**src/rtl/plru_pkg.sv**
```systemverilog
// Shared definitions for the PLRU victim picker.
// Holds the controller state encoding used by plru_victim_picker.
package plru_pkg;

   // Controller states: accept request, pick victim, present result, pulse update
   typedef enum logic [1:0] {
      IDLE = 2'd0,
      PICK = 2'd1,
      RESP = 2'd2,
      UPD  = 2'd3
   } plru_state_t;

endpackage : plru_pkg

```
**src/rtl/plru_victim_find.sv**
```systemverilog
// Combinational least-recently-used way finder.
// A way is the victim when it is eligible and is not more recent than any
// other eligible way. If the recency matrix is inconsistent and no way
// qualifies, the lowest-index eligible way is chosen instead.
module plru_victim_find #(
   parameter int WIDTH = 4,
   parameter int IDX_W = $clog2(WIDTH)
) (
   input  logic [WIDTH-1:0]            eligible,
   input  logic [WIDTH-1:0][WIDTH-1:0] vv_matrix,
   output logic [WIDTH-1:0]            victim,
   output logic [IDX_W-1:0]            idx,
   output logic                        none
);

   logic             found_lru;
   logic             found_any;
   logic [WIDTH-1:0] others;

   // Scan for the least-recent eligible way, falling back to lowest eligible
   always_comb begin
      victim    = '0;
      idx       = '0;
      none      = ~|eligible;
      found_lru = 1'b0;
      found_any = 1'b0;
      others    = '0;
      for (int w = 0; w < WIDTH; w++) begin
         others = eligible & ~(WIDTH'(1) << w);
         if (!found_lru && eligible[w] && ((vv_matrix[w] & others) == '0)) begin
            found_lru = 1'b1;
            victim    = WIDTH'(1) << w;
            idx       = IDX_W'(w);
         end
      end
      if (!found_lru) begin
         for (int w = 0; w < WIDTH; w++) begin
            if (!found_any && eligible[w]) begin
               found_any = 1'b1;
               victim    = WIDTH'(1) << w;
               idx       = IDX_W'(w);
            end
         end
      end
   end

endmodule : plru_victim_find

```
**src/rtl/plru_victim_picker.sv**
```systemverilog
// PLRU victim picker: samples a candidate mask and recency matrix on a
// request handshake, returns the least-recent eligible way two cycles later,
// and after the response is consumed pulses an allocation update for one
// cycle so the recency owner can mark that way most recent.
// Optional feature: define PLRU_VICTIM_LOCK_EN to add a lock_mask input
// whose set bits exclude ways from victim selection.
module plru_victim_picker
   import plru_pkg::*;
#(
   parameter int WIDTH = 4,
   parameter int IDX_W = $clog2(WIDTH)
) (
   input  logic                        clk,
   input  logic                        rst,
   input  logic                        req_valid,
   output logic                        req_ready,
   input  logic [WIDTH-1:0]            req_cand,
   input  logic [WIDTH-1:0][WIDTH-1:0] vv_matrix,
`ifdef PLRU_VICTIM_LOCK_EN
   input  logic [WIDTH-1:0]            lock_mask,
`endif
   output logic                        rsp_valid,
   input  logic                        rsp_ready,
   output logic [WIDTH-1:0]            rsp_victim,
   output logic [IDX_W-1:0]            rsp_idx,
   output logic                        rsp_none,
   output logic                        alloc_en,
   output logic [WIDTH-1:0]            v_alloc
);

   plru_state_t               state_q;
   plru_state_t               state_d;
   logic [WIDTH-1:0]            cand_q;
   logic [WIDTH-1:0][WIDTH-1:0] matrix_q;
   logic [WIDTH-1:0]            eligible;
   logic [WIDTH-1:0]            find_victim;
   logic [IDX_W-1:0]            find_idx;
   logic                        find_none;
   logic [WIDTH-1:0]            victim_q;
   logic [IDX_W-1:0]            idx_q;
   logic                        none_q;
   logic                        req_fire;
   logic                        rsp_fire;

   assign req_fire = req_valid && req_ready;
   assign rsp_fire = rsp_valid && rsp_ready;

`ifdef PLRU_VICTIM_LOCK_EN
   logic [WIDTH-1:0] lock_q;

   // Capture the lock mask together with the request so later changes are ignored
   always_ff @(posedge clk) begin
      if (rst) begin
         lock_q <= '0;
      end else if (req_fire) begin
         lock_q <= lock_mask;
      end
   end

   assign eligible = cand_q & ~lock_q;
`else
   assign eligible = cand_q;
`endif

   plru_victim_find #(
      .WIDTH (WIDTH),
      .IDX_W (IDX_W)
   ) u_find (
      .eligible  (eligible),
      .vv_matrix (matrix_q),
      .victim    (find_victim),
      .idx       (find_idx),
      .none      (find_none)
   );

   // State register; reset discards any in-flight request, response or update
   always_ff @(posedge clk) begin
      if (rst) begin
         state_q <= IDLE;
      end else begin
         state_q <= state_d;
      end
   end

   // Next-state and handshake/update outputs decoded from the current state
   always_comb begin
      state_d   = state_q;
      req_ready = 1'b0;
      rsp_valid = 1'b0;
      alloc_en  = 1'b0;
      v_alloc   = '0;
      unique case (state_q)
         IDLE: begin
            req_ready = 1'b1;
            if (req_fire) begin
               state_d = PICK;
            end
         end
         PICK: begin
            state_d = RESP;
         end
         RESP: begin
            rsp_valid = 1'b1;
            if (rsp_fire) begin
               state_d = none_q ? IDLE : UPD;
            end
         end
         UPD: begin
            alloc_en = 1'b1;
            v_alloc  = victim_q;
            state_d  = IDLE;
         end
         default: begin
            state_d = IDLE;
         end
      endcase
   end

   // Snapshot the request inputs so the pick works on a stable copy
   always_ff @(posedge clk) begin
      if (rst) begin
         cand_q   <= '0;
         matrix_q <= '0;
      end else if (req_fire) begin
         cand_q   <= req_cand;
         matrix_q <= vv_matrix;
      end
   end

   // Register the finder result in PICK and hold it through RESP and UPD
   always_ff @(posedge clk) begin
      if (rst) begin
         victim_q <= '0;
         idx_q    <= '0;
         none_q   <= 1'b0;
      end else if (state_q == PICK) begin
         victim_q <= find_victim;
         idx_q    <= find_idx;
         none_q   <= find_none;
      end
   end

   assign rsp_victim = victim_q;
   assign rsp_idx    = idx_q;
   assign rsp_none   = none_q;

endmodule : plru_victim_picker

```
**config.mk**
```make
export PLATFORM = sky130hd
export DESIGN_NAME = plru_victim_picker
export DESIGN_NICKNAME = d
export VERILOG_FILES = /design/src/rtl/plru_pkg.sv /design/src/rtl/plru_victim_find.sv /design/src/rtl/plru_victim_picker.sv
export SDC_FILE = /design/constraint.sdc
export NUM_CORES = 1
export LEC_CHECK = 0
export BUFFER_PORTS_ARGS = -buffer_cell sky130_fd_sc_hd__buf_2
export CORE_AREA = 10 10 58 60
export DETAILED_ROUTE_END_ITERATION = 7
export DIE_AREA = 0 0 68 70
export PLACE_DENSITY_LB_ADDON = 0.25
export SLEW_MARGIN = 20
export SYNTH_ARGS = -nofsm -noshare
export SYNTH_HDL_FRONTEND = slang
export SYNTH_SLANG_ARGS = --single-unit
```
**constraint.sdc**
```tcl
create_clock -name clk -period 3.4 [get_ports clk]
set_clock_uncertainty 0.1 [all_clocks]
set_input_delay 0.68 -clock clk [delete_from_list [all_inputs] [get_ports clk]]
set_output_delay 0.68 -clock clk [all_outputs]
set_load 0.05 [all_outputs]
```
==> results.py <==
metrics = {
    "routing": {
        "routedWlPerCell_um": 13.4,
        "wirelength_um": 2670,
        "first_iter_violations": 50,
        "viasPerCell": 5.29,
        "drt-pass1-iter-count": 5,
        "drc": 0,
        "num_vias": 1058,
        "drtAntennaViolNets": 0,
    },
    "finish": {
        "final_util": 0.560,
        "drive_above_1_share": 0.253,
        "syn_to_final_growth_pct": 15.4,
        "diodes": 0,
        "stdcell_area_sq_um": 1310,
        "fill_cells": 221,
        "nNetsFinal": 195,
    },
    "global_routing": {
        "track_usage": 0.110,
        "grt_pass1_wl_um": 4430,
        "grt_pass1_vias": 1015,
        "antenna_found_initial": 0,
        "grt_max_degree": 26,
        "grt_overflow_total": 0,
    },
    "synth": {
        "synth_compound_area_frac": 0.182,
        "synth_xor_area_frac": 0,
        "synthCells": 141,
        "synth_top_family_by_area": "simple AND/OR/NAND/NOR gates",
        "synth_fa_ha_area_frac": 0,
        "syn_area_sq_um": 1140,
        "synth_edf_count": 0,
        "synth-seq-cells": 25,
        "synth_warnings": 0,
        "synth.top_cell.area_share": 0.440,
        "async_flop_share": 0,
        "synthTopCellsByArea": "dfxtp_1 (44%), nand2_1 (14%), a21oi_1 (8.4%), nand3_1 (3.1%), and3_1 (2.8%)",
        "ys_types": 33,
        "synth_nets": 165,
        "yosysSeqAreaShare": 0.440,
        "synthSimpleGateAreaFrac": 0.315,
        "yosys.area.top_type": "dfxtp_1",
        "synthFlopType": "dfxtp_1",
        "syn-mean-instance-area_sq_um": 8.07,
        "synthMuxAreaShare": 0.00880,
    },
    "clock_tree": {
        "cts.clk_slew.worst_paths_ps": 140,
        "htreeDepth": 1,
        "clock_sinks": 25,
        "postCtsSetupRepairBufs": 0,
        "post_cts_resized": 0,
        "cts_tree": "yes",
        "cts_made_buffers": 3,
        "clock_latency_ps": 330,
        "root_buffer": "clkbuf_4",
        "clock_path_buffers": 2,
        "postCtsHoldBufs": 0,
    },
    "timing": {
        "setup_violations": 0,
        "hold_viol": 0,
        "slew_violations": 0,
        "fin_crit_sh": 0.614,
        "grt_setup_unrepaired": "no",
        "max_slew_margin": 0.652,
        "tightest_slew_ps": 522,
        "setup_tns_ps": 0,
        "fmaxAchievable_mhz": 479,
        "period_minus_slack_ps": 2090,
    },
    "hold_path": {
        "holdCritPathClass": "reg2reg",
    },
    "die": {
        "ioPinCount": 38,
        "die_area_sq_um": 4760,
        "die_w_um": 68,
        "initial_core_util": 0.486,
        "die-height_um": 70,
        "row_count": 18,
        "fp.coreArea_sq_um": 2340,
    },
    "worst_setup_path": {
        "cp_top_family": "flip-flops",
        "crit_type": "reg2out",
        "path_buf_inv": 1,
        "slowest_delay_ps": 490,
        "end_kind": "output pin",
        "critPathRequiredTime_ps": 2620,
        "worstPathMaxFanout": 9,
        "start_kind": "flip-flop",
        "critPathSlowestCell": "dfxtp_1",
        "arrival_ps": 1310,
        "reg2reg_slack_ps": 1910,
        "path_cells": "and2b_1, buf_2",
    },
    "place": {
        "place_congestion": 0.802,
        "place_area_sq_um": 1280,
        "portBuffers": 33,
        "dpl.hpwl_um": 2040,
    },
    "pwr": {
        "power.leakage_nw": 0.579,
        "ir_worst_vdd_uv": 298,
        "powerDensity_nw_per_um2": 484,
    },
    "run": {
        "cap_viol_max_count": 0,
    },
    "status": {
        "outcome": "finished clean",
    },
}
-- state kept, by name, summed over array words and instances, names as in the netlist --
register / flops
matrix_q: 12
rsp_victim: 4
cand_q: 4
rsp_none: 1
rsp_idx: 2
state_q: 2
-- logic make-up (layout without fill, tap and decap cells) --
group	count (synthesis)	in the layout
muxes	1	1
buffers and inverters	10	39
DFF	25	25
AOI/OAI and AO/OA	32	32
and+or+nand+nor	73	73
-- where the power goes --
part	switching, mW	internal (mW)
clock network	0.0884	0.0441
logic	0.110	0.0506
registers	0.0239	0.318
-- cell usage after synthesis (2+ instances only) --
master / count
nand2_1: 41
dfxtp_1: 25
a21oi_1: 19
nand3_1: 7
and3_1: 5
nor2_1: 5
a22oi_1: 3
a22o_1: 2
and2_1: 2
and2b_1: 2
buf_2: 2
buf_4: 2
buf_6: 2
clkbuf_1: 2
inv_1: 2
nand2b_1: 2
o21ai_0: 2
-- cell type report --
cell class | instances | area, sq um | share of cell area
clock buffers | 3 | 22.5 | 0.0172
clock inverters | 1 | 5.00 | 0.00381
inverters | 2 | 7.51 | 0.00572
multi-input cells | 106 | 574 | 0.438
flip-flops and latches | 25 | 500 | 0.381
well taps | 30 | 37.5 | 0.0286
repair buffers | 33 | 165 | 0.126
-- cells in the final DEF (no fill, tap or decap), drive strengths merged --
master	count
a211oi	1
a21oi	19
a221oi	1
a22o	2
a22oi	3
a311oi	1
and2	2
and2b	2
and3	6
and4	1
buf	33
clkbuf	3
clkinv	1
dfxtp	25
inv	2
mux2i	1
nand2	42
nand2b	2
nand3	7
nand3b	1
nand4	1
nor2	6
nor2b	1
nor3	1
nor4	1
o2111ai	1
o21ai	2
o22ai	1
o41ai	1
-- per-layer routing --
layer / global-route usage / wire (um) / share of wire
met1: 0.129 / 1140 / 0.43
met2: 0.184 / 1260 / 0.47
met3: 0.0287 / 241 / 0.090
met4: 0.0380 / 31 / 0.012
met5: 0 / 0 / 0
-- worst reg2reg max path: stages, from the launching register on --
cell and delay, ps:
dfxtp_1 400, nor2_2 180, and2_1 480, nand2_1 120, a21oi_1 130
-- worst paths after layout --
kind | start | to | cells after the start
max | state_q[1] | rsp_valid | 2
min | matrix_q[1] | matrix_q[1] | 2
max reg2reg | state_q[0] | matrix_q[1] | 4
min reg2reg | matrix_q[1] | matrix_q[1] | 2
-- stage by stage --
| step | std cells | worst slack, ps | hold slack (ps) | power (mW) |
|---|---|---|---|---|
| 6_report | 200 | 1310 | 365 | 0.635 |
| 5_1_grt | 200 | 1260 | 390 | 0.671 |
| 4_1_cts | 200 | 1310 | 369 | 0.639 |
| 3_5_place_dp | 196 | 1640 | 351 | 0.510 |
| 3_3_place_gp | 196 | 1660 | 346 | 0.504 |
| 2_1_floorplan | 141 | 1460 | 336 | 0.477 |
Power figures use the tool's default switching activity.
